### config.mk
export PLATFORM = sky130hd
export DESIGN_NAME = vga_box_pic
export DESIGN_NICKNAME = d
export VERILOG_FILES = /design/src/rtl/vga_pkg.sv /design/src/rtl/vga_box_motion.sv /design/src/rtl/vga_box_pic.sv
export SDC_FILE = /design/constraint.sdc
export NUM_CORES = 1
export LEC_CHECK = 0
export BUFFER_PORTS_ARGS = -buffer_cell sky130_fd_sc_hd__buf_2
export CAP_MARGIN = 20
export CORE_UTILIZATION = 55
export CTS_CLUSTER_SIZE = 16
export DETAILED_ROUTE_END_ITERATION = 8
export PLACE_DENSITY = 0.77
export SYNTH_ARGS = -nofsm -noshare
export SYNTH_HDL_FRONTEND = slang
export SYNTH_SLANG_ARGS = --single-unit
### constraint.sdc
create_clock -name vga_clk -period 5 [get_ports vga_clk]
set_input_delay 0.75 -clock vga_clk [delete_from_list [all_inputs] [get_ports vga_clk]]
set_output_delay 0.75 -clock vga_clk [all_outputs]
set_load 0.01 [all_outputs]
### src/rtl/vga_pkg.sv
// ============================================================================
// vga_pkg : shared constants, palette and direction type for vga_box_pic
// Revision: 1.0
// ============================================================================
`default_nettype none

package vga_pkg;

  localparam int          H_ACT    = 640;
  localparam int          V_ACT    = 480;
  localparam logic [9:0]  PIC_IDLE = 10'h3FF;
  localparam int          RGB_W    = 12;

  localparam logic [RGB_W-1:0] PALETTE [0:7] = '{
    12'hF00, 12'h0F0, 12'h00F, 12'hFF0,
    12'h0FF, 12'hF0F, 12'hFFF, 12'hF80
  };

  typedef enum logic {FWD = 1'b0, REV = 1'b1} dir_e;

  function automatic logic [RGB_W-1:0] palette_rgb(input logic [2:0] idx);
    return PALETTE[idx];
  endfunction

endpackage

`default_nettype wire

### src/rtl/vga_box_motion.sv
// ============================================================================
// vga_box_motion : one-axis bouncing position with clamp-and-flip at 0 / LIM
// Revision: 1.0
// ============================================================================
`default_nettype none

module vga_box_motion
  import vga_pkg::*;
#(
  parameter int LIM   = 576,
  parameter int SPEED = 4
) (
  input  logic       vga_clk,
  input  logic       rst_n,
  input  logic       step,
  output logic [9:0] pos,
  output logic       bounce
);

  localparam logic [10:0] LIM_W = 11'(LIM);
  localparam logic [10:0] SPD_W = 11'(SPEED);

  dir_e        dir;
  dir_e        dir_nxt;
  logic [9:0]  pos_nxt;
  logic [10:0] fwd_sum;

  assign fwd_sum = {1'b0, pos} + SPD_W;

  always_ff @(posedge vga_clk or negedge rst_n) begin
    if (!rst_n) begin
      pos <= '0;
      dir <= FWD;
    end else begin
      pos <= pos_nxt;
      dir <= dir_nxt;
    end
  end

  // Landing exactly on an end stop is not a bounce; the flip waits for the next step.
  always_comb begin
    pos_nxt = pos;
    dir_nxt = dir;
    bounce  = 1'b0;
    if (step) begin
      case (dir)
        FWD: begin
          if (fwd_sum > LIM_W) begin
            pos_nxt = LIM_W[9:0];
            dir_nxt = REV;
            bounce  = 1'b1;
          end else begin
            pos_nxt = fwd_sum[9:0];
          end
        end
        REV: begin
          if ({1'b0, pos} < SPD_W) begin
            pos_nxt = '0;
            dir_nxt = FWD;
            bounce  = 1'b1;
          end else begin
            pos_nxt = pos - SPD_W[9:0];
          end
        end
        default: begin
          pos_nxt = pos;
          dir_nxt = FWD;
        end
      endcase
    end
  end

endmodule

`default_nettype wire

### src/rtl/vga_box_pic.sv
// ============================================================================
// vga_box_pic : bouncing coloured box picture source, 1-cycle registered RGB
// Optional build macro VGA_BOX_BORDER_EN adds a 2-pixel white screen border.
// Revision: 1.0
// ============================================================================
`default_nettype none

module vga_box_pic
  import vga_pkg::*;
#(
  parameter int               BOX_SIZE = 64,
  parameter int               SPEED    = 4,
  parameter logic [RGB_W-1:0] BG_COLOR = 12'h000
) (
  input  logic             vga_clk,
  input  logic             rst_n,
  input  logic             move_en,
  input  logic [9:0]       pic_x,
  input  logic [9:0]       pic_y,
  output logic [RGB_W-1:0] pic_data
);

  localparam logic [10:0] BOX_W = 11'(BOX_SIZE);

  logic             frame_tick;
  logic             step;
  logic [9:0]       box_x;
  logic [9:0]       box_y;
  logic             bounce_x;
  logic             bounce_y;
  logic [2:0]       col_idx;
  logic             active;
  logic             in_box;
  logic             border;
  logic [RGB_W-1:0] pix_nxt;

  assign frame_tick = (pic_x == 10'(H_ACT - 1)) && (pic_y == 10'(V_ACT - 1));
  assign step       = frame_tick && move_en;

  vga_box_motion #(.LIM(H_ACT - BOX_SIZE), .SPEED(SPEED)) u_motion_x (
    .vga_clk (vga_clk),
    .rst_n   (rst_n),
    .step    (step),
    .pos     (box_x),
    .bounce  (bounce_x)
  );

  vga_box_motion #(.LIM(V_ACT - BOX_SIZE), .SPEED(SPEED)) u_motion_y (
    .vga_clk (vga_clk),
    .rst_n   (rst_n),
    .step    (step),
    .pos     (box_y),
    .bounce  (bounce_y)
  );

  // A corner hit raises both bounces in the same cycle but advances the colour once.
  always_ff @(posedge vga_clk or negedge rst_n) begin
    if (!rst_n) begin
      col_idx <= '0;
    end else if (step && (bounce_x || bounce_y)) begin
      col_idx <= col_idx + 3'd1;
    end
  end

  assign active = (pic_x != PIC_IDLE) && (pic_y != PIC_IDLE) &&
                  (pic_x < 10'(H_ACT)) && (pic_y < 10'(V_ACT));

  assign in_box = ({1'b0, pic_x} >= {1'b0, box_x}) &&
                  ({1'b0, pic_x} <  ({1'b0, box_x} + BOX_W)) &&
                  ({1'b0, pic_y} >= {1'b0, box_y}) &&
                  ({1'b0, pic_y} <  ({1'b0, box_y} + BOX_W));

`ifdef VGA_BOX_BORDER_EN
  assign border = (pic_x < 10'd2) || (pic_x >= 10'(H_ACT - 2)) ||
                  (pic_y < 10'd2) || (pic_y >= 10'(V_ACT - 2));
`else
  assign border = 1'b0;
`endif

  always_comb begin
    pix_nxt = BG_COLOR;
    if (!active) begin
      pix_nxt = '0;
    end else if (border) begin
      pix_nxt = 12'hFFF;
    end else if (in_box) begin
      pix_nxt = palette_rgb(col_idx);
    end
  end

  always_ff @(posedge vga_clk or negedge rst_n) begin
    if (!rst_n) begin
      pic_data <= '0;
    end else begin
      pic_data <= pix_nxt;
    end
  end

endmodule

`default_nettype wire
# Yosys cells after proc, flatten, opt, wreduce, memory -nomap -nowiden
# Memories as Yosys holds them, arrays and structs flattened.
# Index checks and enable logic that the tools add are counted.
# word_totals
word_cells	64
romBits	96
reg_bits	37
mem_count	1
# op_classes
n_mux	22
bitwise	3
add_sub_neg	7
n_eq_ne	4
n_reduce_logical	10
order_cmp	11
# memory_table
memory	depth	word_bits	read_ports	rd_clocked_by_memory_dff	wr	line_no	text
(name not given)	8	12	1	0	0	vga_pkg.sv:22	return PALETTE[idx];
# op_table
operator	count
12-bit 2-to-1 mux	4
10-bit 2-to-1 mux	4
10-bit case mux with 2 select lines	2
10-bit by 3-bit adder with 11-bit output (second input constant)	2
10-bit by 7-bit adder with 11-bit output (second input constant)	2
10-bit by 11-bit less-than comparator with 1-bit output	2
10-bit greater-or-equal comparator	2
10-bit by 3-bit less-than comparator with 1-bit output (second input constant)	2
10-bit != test (second input constant)	2
10-bit by 3-bit subtractor with 10-bit output (second input constant)	2
11-bit by 10-bit greater-than comparator with 1-bit output (second input constant)	1
11-bit by 9-bit greater-than comparator with 1-bit output (second input constant)	1
10-bit equality test (second input constant)	1
10-bit by 9-bit equality test with 1-bit output (second input constant)	1
10-bit less-than comparator (second input constant)	1
10-bit by 9-bit less-than comparator with 1-bit output (second input constant)	1
1-bit logical AND	9
1-bit 2-to-1 mux	8
1-bit case mux with 2 select lines	4
4-bit greater-or-equal comparator (second input constant)	1
3-bit NOT with 4-bit output	1
3-bit by 1-bit adder with 3-bit output (second input constant)	1
1-bit NOT	2
1-bit logical OR	1

# Logic depth before layout (Yosys ltp)
# logic_depth
depth_word	7
ltp_mapped	12

# By module
# From an unflattened synthesis, not the netlist that was laid out.
# hier_totals
cells_unflattened	388
hier_area_um2	3141.8
# modules_own_cells
module	area_per_inst_um2	n_inst	cells_each
vga_box_pic	1350.0	1	167
vga_box_motion at u_motion_y	902.1	1	113
vga_box_motion at u_motion_x	889.6	1	108

# Worst setup path after synthesis
# OpenSTA, ideal clock, no wires.
# synth_timing
path_kind	reg-to-reg
startpoint	reg u_motion_x.pos[6]
endpoint	reg pic_data[10]
path_buffers	1
period_less_slack_ns	2.388
required_ns	4.906
path_slack_ns	2.612
arrival_time_ns	2.294
path_stages_with_launch	13
cell_sequence	dfrtp_1 -> buf_2 -> inv_1 -> ha_1 -> inv_1 -> ha_1 -> a21o_1 -> a21oi_1 -> o22ai_1 -> a2111oi_2 -> o311a_1 -> o311ai_1 -> a211oi_1
# synth_between
elab_chain_len	7
elab_cells_between_ends	8
# synth_rtl
element	line_no	text
start: declaration	vga_box_motion.sv:16	output logic [9:0] pos,
start signal: assignment	vga_box_motion.sv:35	pos <= pos_nxt;
10-bit by 7-bit adder with 11-bit output	vga_box_pic.sv:69	({1'b0, pic_x} < ({1'b0, box_x} + BOX_W)) &&
10-bit by 11-bit less-than comparator with 1-bit output	vga_box_pic.sv:69	
1-bit logical AND (*)	vga_box_pic.sv:68	assign in_box = ({1'b0, pic_x} >= {1'b0, box_x}) &&
1-bit logical AND (*)	vga_box_pic.sv:69	
1-bit logical AND (*)	vga_box_pic.sv:70	({1'b0, pic_y} >= {1'b0, box_y}) &&
12-bit 2-to-1 mux (*)	vga_box_pic.sv:86	end else if (in_box) begin
12-bit 2-to-1 mux (*)	vga_box_pic.sv:82	if (!active) begin
via pix_nxt[10]	vga_box_pic.sv:35	logic [RGB_W-1:0] pix_nxt;
end signal: assignment	vga_box_pic.sv:95	pic_data <= pix_nxt;
end: declaration	vga_box_pic.sv:20	output logic [RGB_W-1:0] pic_data
# Mark *: on every way through the listed nets, which the timed path passes. The rest lies on a longest branch.
# A chain may end at the register's enable or synchronous reset.

# Worst setup path after layout
# Ends and elaborated chain as after synthesis.

==> results by group <==
GRT
  – Initial antenna violation count: 0
  – Vias in the first global route: 2,192
  – GR Util met2: 39.9%
  – Global-route wire length before repair: 10,100 microns
  – Largest net degree at the start of global routing: 30
  – Busiest layer in global routing: met2
  – Gr ovfl total: 0
  – Met1 track demand over resource: 33.8%
  – Overall Global Routing Usage: 24.5%
  – Met3 Use GR: 4.36%

Clocking
  – Longest Clk Path Bufs: 2
  – Clk root buf: clkbuf_8
  – Clk slew on worst S/H paths: 0.09 ns
  – H-tree Lvls: 1
  – Cts repair resizes: 0
  – Post-CTS setup repair buffer count: 0
  – Total CTS buffers: 3
  – CTS tree: built
  – Hold Buf Count CTS: 0
  – Clock sink count: 25
  – Worst-Skew Late Latency: 0.27 ns

Synth
  – Syn Area/Cell: 8.42 sq um
  – Post-synthesis sequential area ratio: 23.6%
  – Synth warn: 0
  – Top FF cell, synth: dfrtp_1
  – Top cells by area, synth: dfrtp_1 (24%), ha_1 (17%), buf_4 (4.0%)
  – Flops & latches, synth: 25
  – Post-synth EDFFs: 0
  – Syn Nets: 374
  – Area leader, netlist: dfrtp_1
  – Post-synth top area share: 23.6%
  – Async set-reset flop share out of synthesis: 100%
  – Synthesized cell area: 2650 sq um
  – Post-Synthesis Cells: 315
  – Yosys cell types: 61

Floorplan
  – Die Width: 71.5 microns
  – Die area: 5110 sq um
  – Core area: 4500 sq um
  – Initial Utilization: 58.9%
  – Die Height: 71.5 microns
  – Core Rows: 24
  – # IOs: 35

Placement
  – Pre-CTS WS: 2.05 ns
  – DP Wirelength: 4770 microns
  – GPL Wtd Cong: 0.909
  – # placed instances: 378
  – Port bufs: 34

STA
  – Max-slew headroom at the worst pin: 40.4%
  – Tcrit/Tclk final: 54.4%
  – Final setup vio count: 0
  – Slew Viols, Final: 0
  – Hold Vio Cnt, Final: 0
  – Setup TNS: 0 ns
  – Max Fclk: 0.368 GHz
  – Crit path time final: 2.72 ns
  – RSZ-0062 raised after global routing: false
  – Worst-case clock skew: 0.00230 ns
  – Slack of the critical path: 2.28 ns
  – Pin slew with the least headroom to its limit: 0.892 ns
  – Final Hold Slack: 0.458 ns

Worst setup path
  – FF-to-FF Start: u_motion_x.pos[6]
  – Required @ worst endpoint: 5.19 ns
  – WS Path Type: flop to flop
  – Crit path DAT: 2.91 ns
  – CP Cell Sequence: inv_1 -> ha_1 -> inv_1 -> ha_1 -> a21o_1 -> a21oi_1 -> o22ai_1 -> a2111oi_2 -> o311a_1 -> o311ai_1 -> a211oi_1
  – Path depth of the worst reg2reg path: 11
  – Crit end category: flop
  – Reg-to-reg endpoint: pic_data[10]
  – Largest stage delay, worst path: 0.56 ns
  – CP Capture Point: pic_data[10]
  – Worst Path Max Fanout: 10
  – Crit-path slowest cell: dfrtp_1
  – Worst setup SP type: flop
  – Worst reg2reg setup slack: 2.28 ns
  – Crit path from: u_motion_x.pos[6]

Layout
  – Most frequent cells in the layout: ha_1 (36), buf_2 (34), inv_1 (25), dfrtp_1 (25), o21ai_0 (20)
  – Most common cell after layout, fill and taps aside: ha_1
  – ANT cells: 0
  – Nets: 390
  – Layout cells sized above 1: 15.5%
  – Non-filler cells, final: 382
  – Fill cells: 402
  – Area Growth Syn to Fin: 5.19%

Detailed routing
  – Via/cell ratio: 6.29
  – Routed WL per cell: 15.8 microns
  – Routed WL: 6030 microns
  – First-pass DRT Iterations: 4
  – 1st-iter DRT viols: 171
  – Via count: 2,404
  – Drt drc: 0
  – Routed Antenna Nets: 0

Power and ir drop
  – Net Switching: 89.4 uW
  – P_int: 274 uW
  – Static Leak: 1.22 nW
  – Reg power frac: 55.6%
  – Clock power frac: 34.0%
  – Tot Pwr: 364 uW
  – VDD IR max: 0.000196 V
  – Switch share: 24.6%
  – Logic gate share of total power: 10.4%
  – PD cells: 130 nW/um^2

Hold path
  – Worst hold path type: input pin to asynchronous set/reset pin

Flow run
  – Number of max-capacitance violations reported: 0

Run status
  – Status: finished clean
==> final cells by class <==
| type | count | area, sq um | share of cell area (%) |
|---|---|---|---|
| multi-input cells | 239 | 1780 | 63.7 |
| flip-flops and latches | 25 | 626 | 22.4 |
| clock buffers | 3 | 41.3 | 1.48 |
| repair buffers | 34 | 170 | 6.10 |
| inverters | 28 | 105 | 3.77 |
| well taps | 52 | 65.1 | 2.33 |
| clock inverters | 1 | 5.00 | 0.179 |
==> Yosys cell counts (all sizes together), types with 2 or more instances <==
library cell  number
inv               25
a221oi             2
ha                36
nand4             14
a21oi             16
or2                2
clkinv             3
a22oi              2
a221o              2
o2111ai            2
o32a               2
o211ai             3
o31ai              5
nand4b             3
buf               19
nand2b             3
o21a               6
a2111oi            2
nand2             16
dfrtp             25
nor3               9
a211o              2
o21ai             27
nor2              21
and2               2
o22ai              3
a31oi              2
xnor2              8
clkbuf             4
nor2b              3
a311oi             2
nand3             14
a21o               3
or3                2
nor4               3
a211oi             8
==> critical path, delay by kind of cell, from the launching register on <==
kind / cells / cell delay [ns]
AO/OA/AOI/OAI: 7 / 1.23
adder cells (fa/ha/maj): 2 / 0.60
buffers and inverters: 2 / 0.24
flip-flops: 1 / 0.56
==> stage by stage <==
| stage | area [sq um] | util (%) |
|---|---|---|
| finish | 2790 | 62.0 |
| global route | 2790 | 62.0 |
| global placement | 2750 | 60.9 |
| detailed placement | 2750 | 60.9 |
| CTS | 2790 | 62.0 |
| floorplan | 2650 | - |
==> routing by layer <==
metal | vias up | wire [microns]
met5 | - | 0
met1 | 1116 | 2840
met4 | 0 | 83
met3 | 10 | 302
li1 | 1195 | -
met2 | 83 | 2800
==> how the worst min path moves through the flow <==
stage                     from                 to  slack (ns)  depth (start not counted)
floorplan                rst_n         col_idx[0]        0.45                          0
global placement    col_idx[1]        pic_data[3]        0.57                          1
detailed placement  col_idx[1]        pic_data[3]        0.56                          1
CTS                      rst_n       pic_data[10]        0.48                          1
global route             rst_n  u_motion_x.pos[2]        0.51                          1
finish                   rst_n        pic_data[6]        0.46                          1
==> logic make-up (layout without fill, tap and decap cells) <==
logic type      count (synthesis)  count (layout)  synth area share, %
fa+ha+maj                      36              36                 17.0
flops                          25              25                 23.6
buf+inv                        51              66                 9.38
compound gates                 98              98                 27.1
simple gates                   95              95                 19.4
mux                             2               2                0.943
xor+xnor                        8               8                 2.64
==> power groups by stage <==
stage                     Combinational [mW]  Sequential (mW)  Clock (mW)
after CTS                             0.0382            0.202       0.126
after global placement                0.0370            0.206           0
after floorplan                       0.0167            0.206           0
final                                 0.0378            0.202       0.124
after global routing                  0.0435            0.202       0.133
after detailed placement              0.0380            0.206           0
==> registers in the layout (all words and copies together) (netlist names) <==
name / flops
u_motion_x.dir: 1
u_motion_x.pos: 8
u_motion_y.dir: 1
u_motion_y.pos: 8
pic_data: 4
col_idx: 3
(Power assumes the default switching activity.)
